**config.mk**
```make
export PLATFORM = sky130hd
export DESIGN_NAME = pipe_interlock
export DESIGN_NICKNAME = d
export VERILOG_FILES = /design/src/rtl/pipe_interlock_pkg.sv /design/src/rtl/pipe_interlock_reg_scoreboard.sv /design/src/rtl/pipe_interlock.sv
export SDC_FILE = /design/constraint.sdc
export NUM_CORES = 1
export LEC_CHECK = 0
export BUFFER_PORTS_ARGS = -buffer_cell sky130_fd_sc_hd__buf_2
export CAP_MARGIN = 20
export CORE_MARGIN = 2
export CORE_UTILIZATION = 52
export DETAILED_ROUTE_END_ITERATION = 6
export MAX_ROUTING_LAYER = met4
export PLACE_DENSITY = 0.81
export SYNTH_ARGS = -nofsm -noshare
export SYNTH_HDL_FRONTEND = slang
export SYNTH_SLANG_ARGS = --single-unit
```
**constraint.sdc**
```tcl
create_clock -name clk -period 2.5 [get_ports clk]
set_clock_uncertainty 0.05 [all_clocks]
set_input_delay 0 -clock clk [delete_from_list [all_inputs] [get_ports clk]]
set_output_delay 0 -clock clk [all_outputs]
set_load 0.01 [all_outputs]
```
**src/rtl/pipe_interlock_pkg.sv**
```systemverilog
// Shared opcode definitions, instruction field positions and decode helpers.
package pipe_interlock_pkg;

  localparam int unsigned IR_W      = 16;
  localparam int unsigned OPC_LSB   = 0;
  localparam int unsigned OPC_W     = 4;
  localparam int unsigned IMM_BIT   = 4;
  localparam int unsigned RX_LSB    = 5;
  localparam int unsigned RY_LSB    = 8;
  localparam int unsigned REG_IDX_W = 3;

  localparam logic [OPC_W-1:0] OP_MV   = 4'd0;
  localparam logic [OPC_W-1:0] OP_ADD  = 4'd1;
  localparam logic [OPC_W-1:0] OP_SUB  = 4'd2;
  localparam logic [OPC_W-1:0] OP_CMP  = 4'd3;
  localparam logic [OPC_W-1:0] OP_LD   = 4'd4;
  localparam logic [OPC_W-1:0] OP_ST   = 4'd5;
  localparam logic [OPC_W-1:0] OP_MVHI = 4'd6;
  localparam logic [OPC_W-1:0] OP_J    = 4'd7;
  localparam logic [OPC_W-1:0] OP_JZ   = 4'd8;
  localparam logic [OPC_W-1:0] OP_JN   = 4'd9;
  localparam logic [OPC_W-1:0] OP_CALL = 4'd10;
  localparam logic [OPC_W-1:0] OP_NOP  = 4'd15;

  localparam logic [REG_IDX_W-1:0] LINK_REG = 3'd7;

  typedef enum logic {
    ST_RUN,
    ST_FLUSH2
  } state_e;

  function automatic logic [OPC_W-1:0] opc(input logic [IR_W-1:0] ir);
    return ir[OPC_LSB +: OPC_W];
  endfunction

  function automatic logic is_imm(input logic [IR_W-1:0] ir);
    return ir[IMM_BIT];
  endfunction

  function automatic logic [REG_IDX_W-1:0] rx(input logic [IR_W-1:0] ir);
    return ir[RX_LSB +: REG_IDX_W];
  endfunction

  function automatic logic [REG_IDX_W-1:0] ry(input logic [IR_W-1:0] ir);
    return ir[RY_LSB +: REG_IDX_W];
  endfunction

  function automatic logic is_writer(input logic [IR_W-1:0] ir);
    logic w;
    w = 1'b0;
    case (opc(ir))
      OP_MV, OP_ADD, OP_SUB, OP_LD, OP_MVHI, OP_CALL: w = 1'b1;
      default: w = 1'b0;
    endcase
    return w;
  endfunction

  // CALL always links into R7 regardless of the Rx field.
  function automatic logic [REG_IDX_W-1:0] dest_reg(input logic [IR_W-1:0] ir);
    return (opc(ir) == OP_CALL) ? LINK_REG : rx(ir);
  endfunction

  function automatic logic reads_rx(input logic [IR_W-1:0] ir);
    logic r;
    r = 1'b0;
    case (opc(ir))
      OP_ADD, OP_SUB, OP_CMP, OP_ST, OP_MVHI: r = 1'b1;
      OP_J, OP_JZ, OP_JN, OP_CALL:            r = !is_imm(ir);
      default:                                r = 1'b0;
    endcase
    return r;
  endfunction

  function automatic logic reads_ry(input logic [IR_W-1:0] ir);
    logic r;
    r = 1'b0;
    case (opc(ir))
      OP_MV, OP_ADD, OP_SUB, OP_CMP, OP_LD, OP_ST: r = !is_imm(ir);
      default:                                     r = 1'b0;
    endcase
    return r;
  endfunction

endpackage

```
**src/rtl/pipe_interlock_reg_scoreboard.sv**
```systemverilog
// Per-register saturating count of in-flight writers with sticky error flag.
module pipe_interlock_reg_scoreboard
  import pipe_interlock_pkg::*;
#(
  parameter int unsigned NREG = 8
) (
  input  logic                 clk,
  input  logic                 rst,
  input  logic                 inc_en,
  input  logic [REG_IDX_W-1:0] inc_idx,
  input  logic                 dec_en,
  input  logic [REG_IDX_W-1:0] dec_idx,
  output logic [NREG-1:0]      o_pending,
  output logic                 o_sb_err
);

  logic [1:0]      cnt_q [NREG];
  logic [1:0]      cnt_d [NREG];
  logic [NREG-1:0] pending_q, pending_d;
  logic            err_q, err_d;

  // Next counts; simultaneous inc and dec of one register cancel out.
  always_comb begin
    err_d = err_q;
    for (int r = 0; r < NREG; r++) begin
      cnt_d[r] = cnt_q[r];
      if (inc_en && (inc_idx == REG_IDX_W'(r)) && !(dec_en && (dec_idx == REG_IDX_W'(r)))) begin
        if (cnt_q[r] == 2'd3) err_d = 1'b1;
        else                  cnt_d[r] = cnt_q[r] + 2'd1;
      end else if (dec_en && (dec_idx == REG_IDX_W'(r)) && !(inc_en && (inc_idx == REG_IDX_W'(r)))) begin
        if (cnt_q[r] == 2'd0) err_d = 1'b1;
        else                  cnt_d[r] = cnt_q[r] - 2'd1;
      end
      pending_d[r] = (cnt_d[r] != 2'd0);
    end
  end

  // Counter, pending and error registers.
  always_ff @(posedge clk) begin
    if (rst) begin
      for (int r = 0; r < NREG; r++) cnt_q[r] <= 2'd0;
      pending_q <= '0;
      err_q     <= 1'b0;
    end else begin
      for (int r = 0; r < NREG; r++) cnt_q[r] <= cnt_d[r];
      pending_q <= pending_d;
      err_q     <= err_d;
    end
  end

  assign o_pending = pending_q;
  assign o_sb_err  = err_q;

endmodule

```
**src/rtl/pipe_interlock.sv**
```systemverilog
// Pipeline interlock: load-use stall, taken-branch flush, memory-wait freeze.
module pipe_interlock
  import pipe_interlock_pkg::*;
#(
  parameter int unsigned NREG  = 8,
  parameter int unsigned CNT_W = 16
) (
  input  logic             clk,
  input  logic             rst,
  input  logic             i_rf_valid,
  input  logic [IR_W-1:0]  i_rf_ir,
  input  logic             i_ex_valid,
  input  logic [IR_W-1:0]  i_ex_ir,
  input  logic             i_wb_valid,
  input  logic [IR_W-1:0]  i_wb_ir,
  input  logic             i_br_taken,
  input  logic             i_mem_wait,
  output logic             o_stall_pc,
  output logic             o_stall_rf,
  output logic             o_bubble_ex,
  output logic             o_flush,
  output logic [NREG-1:0]  o_pending,
  output logic             o_sb_err,
  output logic [CNT_W-1:0] o_stall_cnt,
  output logic [CNT_W-1:0] o_flush_cnt
);

  state_e                  state_q, state_d;
  logic [CNT_W-1:0]        stall_cnt_q, stall_cnt_d;
  logic [CNT_W-1:0]        flush_cnt_q, flush_cnt_d;
  logic                    load_use_c, flush_c, stall_c, bubble_c;
  logic                    inc_en, dec_en;
  logic [REG_IDX_W-1:0]    inc_idx, dec_idx;

  // Hazard detection, control outputs, FSM and counter next-state.
  always_comb begin
    state_d     = state_q;
    stall_cnt_d = stall_cnt_q;
    flush_cnt_d = flush_cnt_q;
    flush_c     = 1'b0;
    stall_c     = 1'b0;
    bubble_c    = 1'b0;
    inc_en      = 1'b0;
    dec_en      = 1'b0;
    inc_idx     = dest_reg(i_rf_ir);
    dec_idx     = dest_reg(i_wb_ir);

    load_use_c = i_rf_valid && i_ex_valid && (opc(i_ex_ir) == OP_LD) &&
                 ((reads_rx(i_rf_ir) && (rx(i_rf_ir) == rx(i_ex_ir))) ||
                  (reads_ry(i_rf_ir) && (ry(i_rf_ir) == rx(i_ex_ir))));

    if (!rst) begin
      flush_c = i_br_taken || (state_q == ST_FLUSH2);
      if (i_mem_wait) begin
        stall_c = 1'b1;
      end else if (!flush_c && load_use_c) begin
        stall_c     = 1'b1;
        bubble_c    = 1'b1;
        stall_cnt_d = stall_cnt_q + CNT_W'(1);
      end
      // A waiting cycle freezes the FSM; otherwise each taken branch (re)arms FLUSH2.
      if (!i_mem_wait) begin
        if (i_br_taken) begin
          state_d     = ST_FLUSH2;
          flush_cnt_d = flush_cnt_q + CNT_W'(1);
        end else begin
          state_d = ST_RUN;
        end
      end
      inc_en = i_rf_valid && is_writer(i_rf_ir) && !stall_c && !flush_c && !i_mem_wait;
      dec_en = i_wb_valid && is_writer(i_wb_ir) && !i_mem_wait;
    end
  end

  // FSM and performance counter registers.
  always_ff @(posedge clk) begin
    if (rst) begin
      state_q     <= ST_RUN;
      stall_cnt_q <= '0;
      flush_cnt_q <= '0;
    end else begin
      state_q     <= state_d;
      stall_cnt_q <= stall_cnt_d;
      flush_cnt_q <= flush_cnt_d;
    end
  end

  pipe_interlock_reg_scoreboard #(
    .NREG (NREG)
  ) u_reg_scoreboard (
    .clk       (clk),
    .rst       (rst),
    .inc_en    (inc_en),
    .inc_idx   (inc_idx),
    .dec_en    (dec_en),
    .dec_idx   (dec_idx),
    .o_pending (o_pending),
    .o_sb_err  (o_sb_err)
  );

  assign o_stall_pc  = stall_c;
  assign o_stall_rf  = stall_c;
  assign o_bubble_ex = bubble_c;
  assign o_flush     = flush_c;
  assign o_stall_cnt = stall_cnt_q;
  assign o_flush_cnt = flush_cnt_q;

endmodule

```
==> reports/qor.csv, run 1 <==
stage,metric,value,unit
run_status,outcome,completed,
timing,rsz0062_at_grt,false,
logic_synthesis,syn_inst,409,
global_route,grt_max_degree,40,
finish,syn2layout_area_growth,20.9,%
place,dpl_cell_area,3740,um^2
global_route,met1_usage,0.277,
logic_synthesis,ys.warnings.count,0,
logic_synthesis,synth_top_family_by_area,simple AND/OR/NAND/NOR gates,
clocking,clkSinkCount,58,
logic_synthesis,ys.flop_type,dfxtp_1,
timing,setup_viol,0,
logic_synthesis,synth_top_area_frac,0.355,
clocking,cts_tree,done,
global_route,grt_pass1_wl,13200,um
logic_synthesis,async_flop_share,0,
worst_setup_path,cp_top_family,simple AND/OR/NAND/NOR gates,
detailed_routing,avgViaCountPerCell,5.70,
clocking,path_clk_slew,0.07,ns
detailed_routing,firstDrtPassIters,4,
global_route,first_global_vias,2986,
worst_setup_path,worst-path-buf-inv,2,
detailed_routing,postRouteAntennaNets,0,
logic_synthesis,synthAdderAreaFrac,0.0107,
power_and_ir_drop,design_power_total,1.97,mW
global_route,grt_use_met3,0.0388,
finish,final_cell_area,3960,um^2
power_and_ir_drop,power_leakage,1.66,nW
detailed_routing,wl_per_cell,13.8,um
timing,finalCritPeriodShare,0.939,
worst_setup_path,arrival,2.53,ns
clocking,clock_path_buffers,2,
logic_synthesis,yosysTopAreaCell,dfxtp_1,
worst_setup_path,critPathLaunchType,primary input,
logic_synthesis,synthSimpleGateAreaFrac,0.324,
clocking,cts_buffers,9,
logic_synthesis,yosysMostFrequentCell,dfxtp_1,
worst_setup_path,worstPathRequired,2.68,ns
timing,slew_viol_final,0,
die,top_level_ports,100,
logic_synthesis,yosys-top-cells-area,"dfxtp_1, xor2_1, nor2_1, a21oi_1, nand2_1",
global_route,grtUsageMet2,0.403,
logic_synthesis,synth.area.mux_share,0.00612,
finish,final_util,0.660,
clocking,cts-root-buf,clkbuf_8,
timing,fin_crit,2.35,ns
logic_synthesis,yosysUniqueCellTypes,62,
detailed_routing,drt_iter0_drc,101,
place,numPortBuffers,76,
detailed_routing,routed_wl,7850,um
global_route,gr-total-overflow,0,
logic_synthesis,avgSynthCellArea,8.00,um^2
timing,slew_headroom,0.548,
clocking,htreeDepth,3,
worst_setup_path,cp_max_fo,8,
timing,fmax,426,MHz
worst_setup_path,cpPeakStageDelay,0.53,ns
flow_run,maxCapViolCount,0,
finish,layout.nets,547,
logic_synthesis,synth_compound_area_frac,0.166,
detailed_routing,num_vias,3251,
worst_setup_path,worstSetupPathType,in2reg,
clocking,clk_latency,0.35,ns
power_and_ir_drop,power_density,498,nW/um^2
logic_synthesis,synth_nets,466,
die,std_cell_rows,28,
die,start_util,0.546,
logic_synthesis,synth_edf_count,0,
logic_synthesis,syn_area,3270,um^2
logic_synthesis,ys_seq_area_frac,0.355,
power_and_ir_drop,ir_worst_vdd,0.000454,V
place,place_inst,553,
worst_hold_path,hold_path.class,in2reg,
logic_synthesis,ys_ff_latch,58,
place,gp_congestion,0.879,
die,die_area,6940,um^2
finish,antenna_cells,0,
timing,finalHoldViolCount,0,
global_route,top_usage_layer,met2,
finish,finalNonFillerCells,570,
die,core_area,5990,um^2
logic_synthesis,ys_top_cells_by_count,"dfxtp_1, nor2_1, a21oi_1, nand2_1, xor2_1",
global_route,grt_use_total,0.236,
die,dieHeight,83.3,um
worst_setup_path,path_cells,dlygate4sd3_1 > buf_2 > or3b_4 > or4b_4 > and3_1 > a211oi_2 > o22ai_1 > nor4_1 > a31oi_1,
logic_synthesis,synthXorXnorAreaFrac,0.0991,
global_route,antenna_found_initial,0,
finish,n_fill_cell,536,
finish,drive_gt1_frac,0.248,
die,fp.dieW,83.3,um
timing,finalSetupTns,0,ns
worst_setup_path,cp_slowest_cell,dlygate4sd3_1,
timing,worstMarginPinSlew,0.668,ns
clocking,cts_resized,0,
worst_setup_path,worstSetupEndpointType,register,
place,dp_hpwl,5820,um
detailed_routing,drc,0,
==> report_power, final <==
group | internal (mW) | switching [mW] | leakage (nW)
clock network | 0.486 | 0.411 | 0.0945
registers | 0.928 | 0.00426 | 0.467
logic | 0.0572 | 0.0826 | 1.10
==> worst paths after layout <==
check                                 endpoint       start  slack (ns)  cells past startpoint
setup / recovery     u_reg_scoreboard.o_sb_err  i_mem_wait        0.15                      9
setup reg to reg     u_reg_scoreboard.o_sb_err     state_q        0.22                      7
hold reg to reg                        state_q     state_q        0.41                      2
hold / removal    u_reg_scoreboard.cnt_q[0][4]  i_wb_ir[3]        0.05                      4
==> cell families after synthesis <==
logic type,Yosys count
xor gates and xnor gates,37
muxes,2
DFF,58
adders and majority gates,3
AOI/OAI and AO/OA,85
buffers and inverters,29
and+or+nand+nor,195
==> tightest hold or removal path, cell delays in order <==
cell and delay, ns:
buf_2 0.15, nor4_1 0.11, o21ai_0 0.08, a21oi_1 0.07
==> sequential cells by signal, indices dropped and copies added, names as in the netlist <==
| name | count |
|---|---|
| o_flush_cnt | 16 |
| o_stall_cnt | 16 |
| state_q | 1 |
| u_reg_scoreboard.cnt_q | 16 |
| u_reg_scoreboard.o_pending | 8 |
| u_reg_scoreboard.o_sb_err | 1 |
==> cell type report <==
class                   count  area (um^2)  share of cell area
multi-input cells         322         1980               0.501
repair buffers             88          473               0.120
clock inverters             6         66.3              0.0168
well taps                  75         93.8              0.0237
inverters                  11         41.3              0.0104
clock buffers              10          138              0.0348
flip-flops and latches     58         1160               0.294
==> layout by cell type, fill, tap and decap left out, types with 6 or more instances in the layout <==
cell type,instances
o21ai_0,17
buf_4,11
buf_2,76
xnor2_1,10
nor2b_1,6
nand2_1,31
inv_1,11
clkbuf_8,10
nor2_1,57
a21oi_1,31
and3_1,15
nor3_1,11
nor4_1,6
nand4_1,16
dfxtp_1,58
nand3_1,15
and2_1,6
xor2_1,27
==> stage by stage <==
step | hold slack [ns] | worst slack, ns
floorplan | 0.122 | 0.556
global placement | 0.290 | 0.361
detailed placement | 0.306 | 0.240
CTS | 0.0336 | 0.184
global route | 0.0831 | 0.0357
finish | 0.0542 | 0.152
==> repair_timing <==
action                                 in CTS  in global routing
hold buffers                                1                  0
endpoints found under the hold margin       1                  0
setup buffers                               0                  0
==> layer usage <==
| layer | wire (um) | vias up |
|---|---|---|
| li1 | - | 1621 |
| met1 | 3320 | 1518 |
| met2 | 3960 | 100 |
| met3 | 429 | 12 |
| met4 | 142 | 0 |
| met5 | 0 | - |
Note: power is estimated with default switching activity, not from simulation.
==> run 2, diff against run 1 <==
--- a/config.mk
+++ b/config.mk
@@ -11,2 +11,3 @@
 export CORE_UTILIZATION = 52
+export CTS_CLUSTER_SIZE = 25
 export DETAILED_ROUTE_END_ITERATION = 6
--- a/constraint.sdc
+++ b/constraint.sdc
@@ -4,2 +4,2 @@
 set_output_delay 0 -clock clk [all_outputs]
-set_load 0.01 [all_outputs]
+set_load 0.1 [all_outputs]
==> run 2 against run 1 <==
  * Sequential share of layout area increased by 0.16 points
  * Combinational power increased by 29%
  * Design area decreased by 0.54%
  * Sequential power about the same
  * Flip-flop and latch count unchanged
  * Fmax decreased by 1.8%
  * Largest cell class unchanged
  * Global-route usage decreased by 0.38 points
  * Non-clock buffer count unchanged
  * Die area unchanged
==> reports/qor.csv, run 2 (synthesis results as in run 1) <==
stage,metric,value,unit,change
detailed_routing,firstDrtPassIters,5,,+1
worst_hold_path,whs_endpoint,o_flush_cnt[0],,
finish,antenna_cells,0,,unchanged
place,dpl_cell_area,3740,um^2,unchanged
finish,layout.nets,547,,unchanged
finish,finalNonFillerCells,569,,-0.18%
finish,multi_input_area,1980,um^2,unchanged
finish,final_cell_area,3930,um^2,-0.54%
finish,syn2layout_area_growth,20.3,%,
worst_setup_path,cp_max_fo,8,,unchanged
detailed_routing,postRouteAntennaNets,0,,unchanged
power_and_ir_drop,p_sw,0.503,mW,+1.1%
detailed_routing,avgViaCountPerCell,5.68,,-0.35%
worst_setup_path,r2r-start,state_q,,
place,place_inst,553,,unchanged
detailed_routing,dr.max_layer_used,met4,,
power_and_ir_drop,ir_worst_vdd,0.000364,V,-20%
finish,final_common_cell,buf_2,,
clocking,clkSinkCount,58,,unchanged
timing,setup_viol,0,,unchanged
detailed_routing,drt-met1-wl,3270,um,-1.3%
worst_hold_path,worstHoldStart,rst,,
die,core_area,5990,um^2,unchanged
clocking,cts_buffers,9,,unchanged
global_route,grt_pass1_wl,13000,um,-1.2%
detailed_routing,drc,0,,unchanged
detailed_routing,route.met3.wl,475,um,+11%
worst_setup_path,arrival,2.55,ns,+0.02 ns
power_and_ir_drop,seqPwrFrac,0.482,,+0.008
global_route,first_global_vias,3006,,+0.67%
worst_setup_path,reg2reg_depth,7,,unchanged
finish,drive_gt1_frac,0.247,,-0.00152
finish,regArea,1160,um^2,unchanged
run_status,outcome,completed,,
flow_run,maxCapViolCount,0,,unchanged
global_route,grt_use_total,0.233,,-0.00381
timing,slew_viol_final,0,,unchanged
detailed_routing,num_vias,3234,,-0.52%
die,die_area,6940,um^2,unchanged
power_and_ir_drop,power_density,492,nW/um^2,-1.1%
power_and_ir_drop,power_leakage,1.67,nW,+0.25%
clocking,htreeDepth,3,,unchanged
worst_hold_path,min_path_cells,3,,-1
worst_setup_path,critPathLaunchType,primary input,,
clocking,cts-root-buf,clkbuf_8,,
timing,slew_headroom,0.642,,+0.0934
place,dp_hpwl,5580,um,-4.1%
worst_setup_path,r2r-end,u_reg_scoreboard.o_sb_err,,
global_route,grt_max_degree,44,,+10%
clocking,cts_tree,done,,
timing,worstMarginPinSlew,0.530,ns,-0.138 ns
die,fp.dieW,83.3,um,unchanged
clocking,clk_latency,0.34,ns,about the same
detailed_routing,drt_iter0_drc,181,,+79%
die,top_level_ports,100,,unchanged
die,std_cell_rows,28,,unchanged
clocking,cts_resized,0,,unchanged
timing,rsz0062_at_grt,false,,
worst_setup_path,worstPathRequired,2.66,ns,-0.02 ns
worst_hold_path,hold_path.class,in2reg,,
power_and_ir_drop,sw_frac_of_total,0.260,,+0.00696
clocking,clock_path_buffers,2,,unchanged
finish,mostFrequentLayoutCells,"buf_2, dfxtp_1, nor2_1",,
place,numPortBuffers,76,,unchanged
die,start_util,0.546,,unchanged
global_route,antenna_found_initial,0,,unchanged
detailed_routing,wl_per_cell,13.4,um,-2.9%
finish,n_fill_cell,531,,-0.93%
detailed_routing,wl_met2,3720,um,-6.1%
worst_setup_path,rrSetupSlack,0.31,ns,+0.09 ns
global_route,gr-total-overflow,0,,unchanged
die,dieHeight,83.3,um,unchanged
worst_setup_path,worstSetupEndpointType,register,,
timing,finalHoldViolCount,0,,unchanged
power_and_ir_drop,p_int,1.43,mW,-2.6%
detailed_routing,routed_wl,7610,um,-3.1%
timing,finalCritPeriodShare,0.956,,+0.0171
clocking,path_clk_slew,0.06,ns,about the same
timing,fin_crit,2.39,ns,+0.0428 ns
place,gp_congestion,0.853,,-3.0%
worst_setup_path,worstSetupPathType,in2reg,,
finish,final_util,0.657,,-0.00355
power_and_ir_drop,clkPwrFrac,0.425,,-0.031
power_and_ir_drop,comb_power_share,0.094,,+0.023
timing,fmax,418,MHz,-1.8%
## run 2: layer usage
metal  track usage  up-vias
met5             -        -
met4        0.0790        0
met3        0.0666       14
met2         0.387       96
met1         0.269     1496
li1              -     1628
## run 2: worst max-delay path, cell delays in order
cell and delay (ns):
dlygate4sd3_1 0.54, buf_2 0.18, or3b_4 0.45, or4b_4 0.53, and3_1 0.20, a211oi_2 0.14
o22ai_1 0.12, nor4_1 0.29, a31oi_1 0.12
## run 2: power groups by stage
stage          Sequential, mW  Clock (mW)  Combinational (mW)
2_1_floorplan           0.976           0               0.100
3_3_place_gp            0.953           0               0.176
3_5_place_dp            0.953           0               0.179
4_1_cts                 0.933       0.840               0.181
5_1_grt                 0.933       0.885               0.197
6_report                0.933       0.822               0.181
## run 2: repair_timing
item	4_1_cts	5_1_grt
hold endpoints to repair	1	0
buffers inserted	0	0
hold buffers	1	0
## run 2: cell type report
| type | count | area share |
|---|---|---|
| clock inverter | 6 | 0.0149 |
| inverter | 11 | 0.0105 |
| clock buffer | 9 | 0.0315 |
| timing repair buffer | 88 | 0.120 |
| tap | 75 | 0.0239 |
| sequential | 58 | 0.295 |
| multi-input combinational | 322 | 0.504 |
## run 2: worst max-delay path by stage
stage | startpoint | to | slack [ns] | cells after the start
floorplan | i_rf_ir[6] | o_stall_rf | -0.62 | 7
global placement | i_mem_wait | u_reg_scoreboard.o_sb_err | 0.39 | 8
detailed placement | i_mem_wait | u_reg_scoreboard.o_sb_err | 0.33 | 8
CTS | i_mem_wait | u_reg_scoreboard.o_sb_err | 0.14 | 9
global route | i_mem_wait | u_reg_scoreboard.o_sb_err | 0.002 | 8
finish | i_mem_wait | u_reg_scoreboard.o_sb_err | 0.11 | 9
## run 2: per-stage QoR
step / hold WS, ns / worst slack [ns] / TNS (ns) / power (mW)
after floorplan: 0.168 / -0.618 / -1.34 / 1.08
after global placement: 0.291 / 0.393 / 0 / 1.13
after detailed placement: 0.302 / 0.330 / 0 / 1.13
after CTS: 0.0428 / 0.138 / 0 / 1.95
after global routing: 0.0617 / 0.00231 / 0 / 2.02
final: 0.0506 / 0.110 / 0 / 1.94
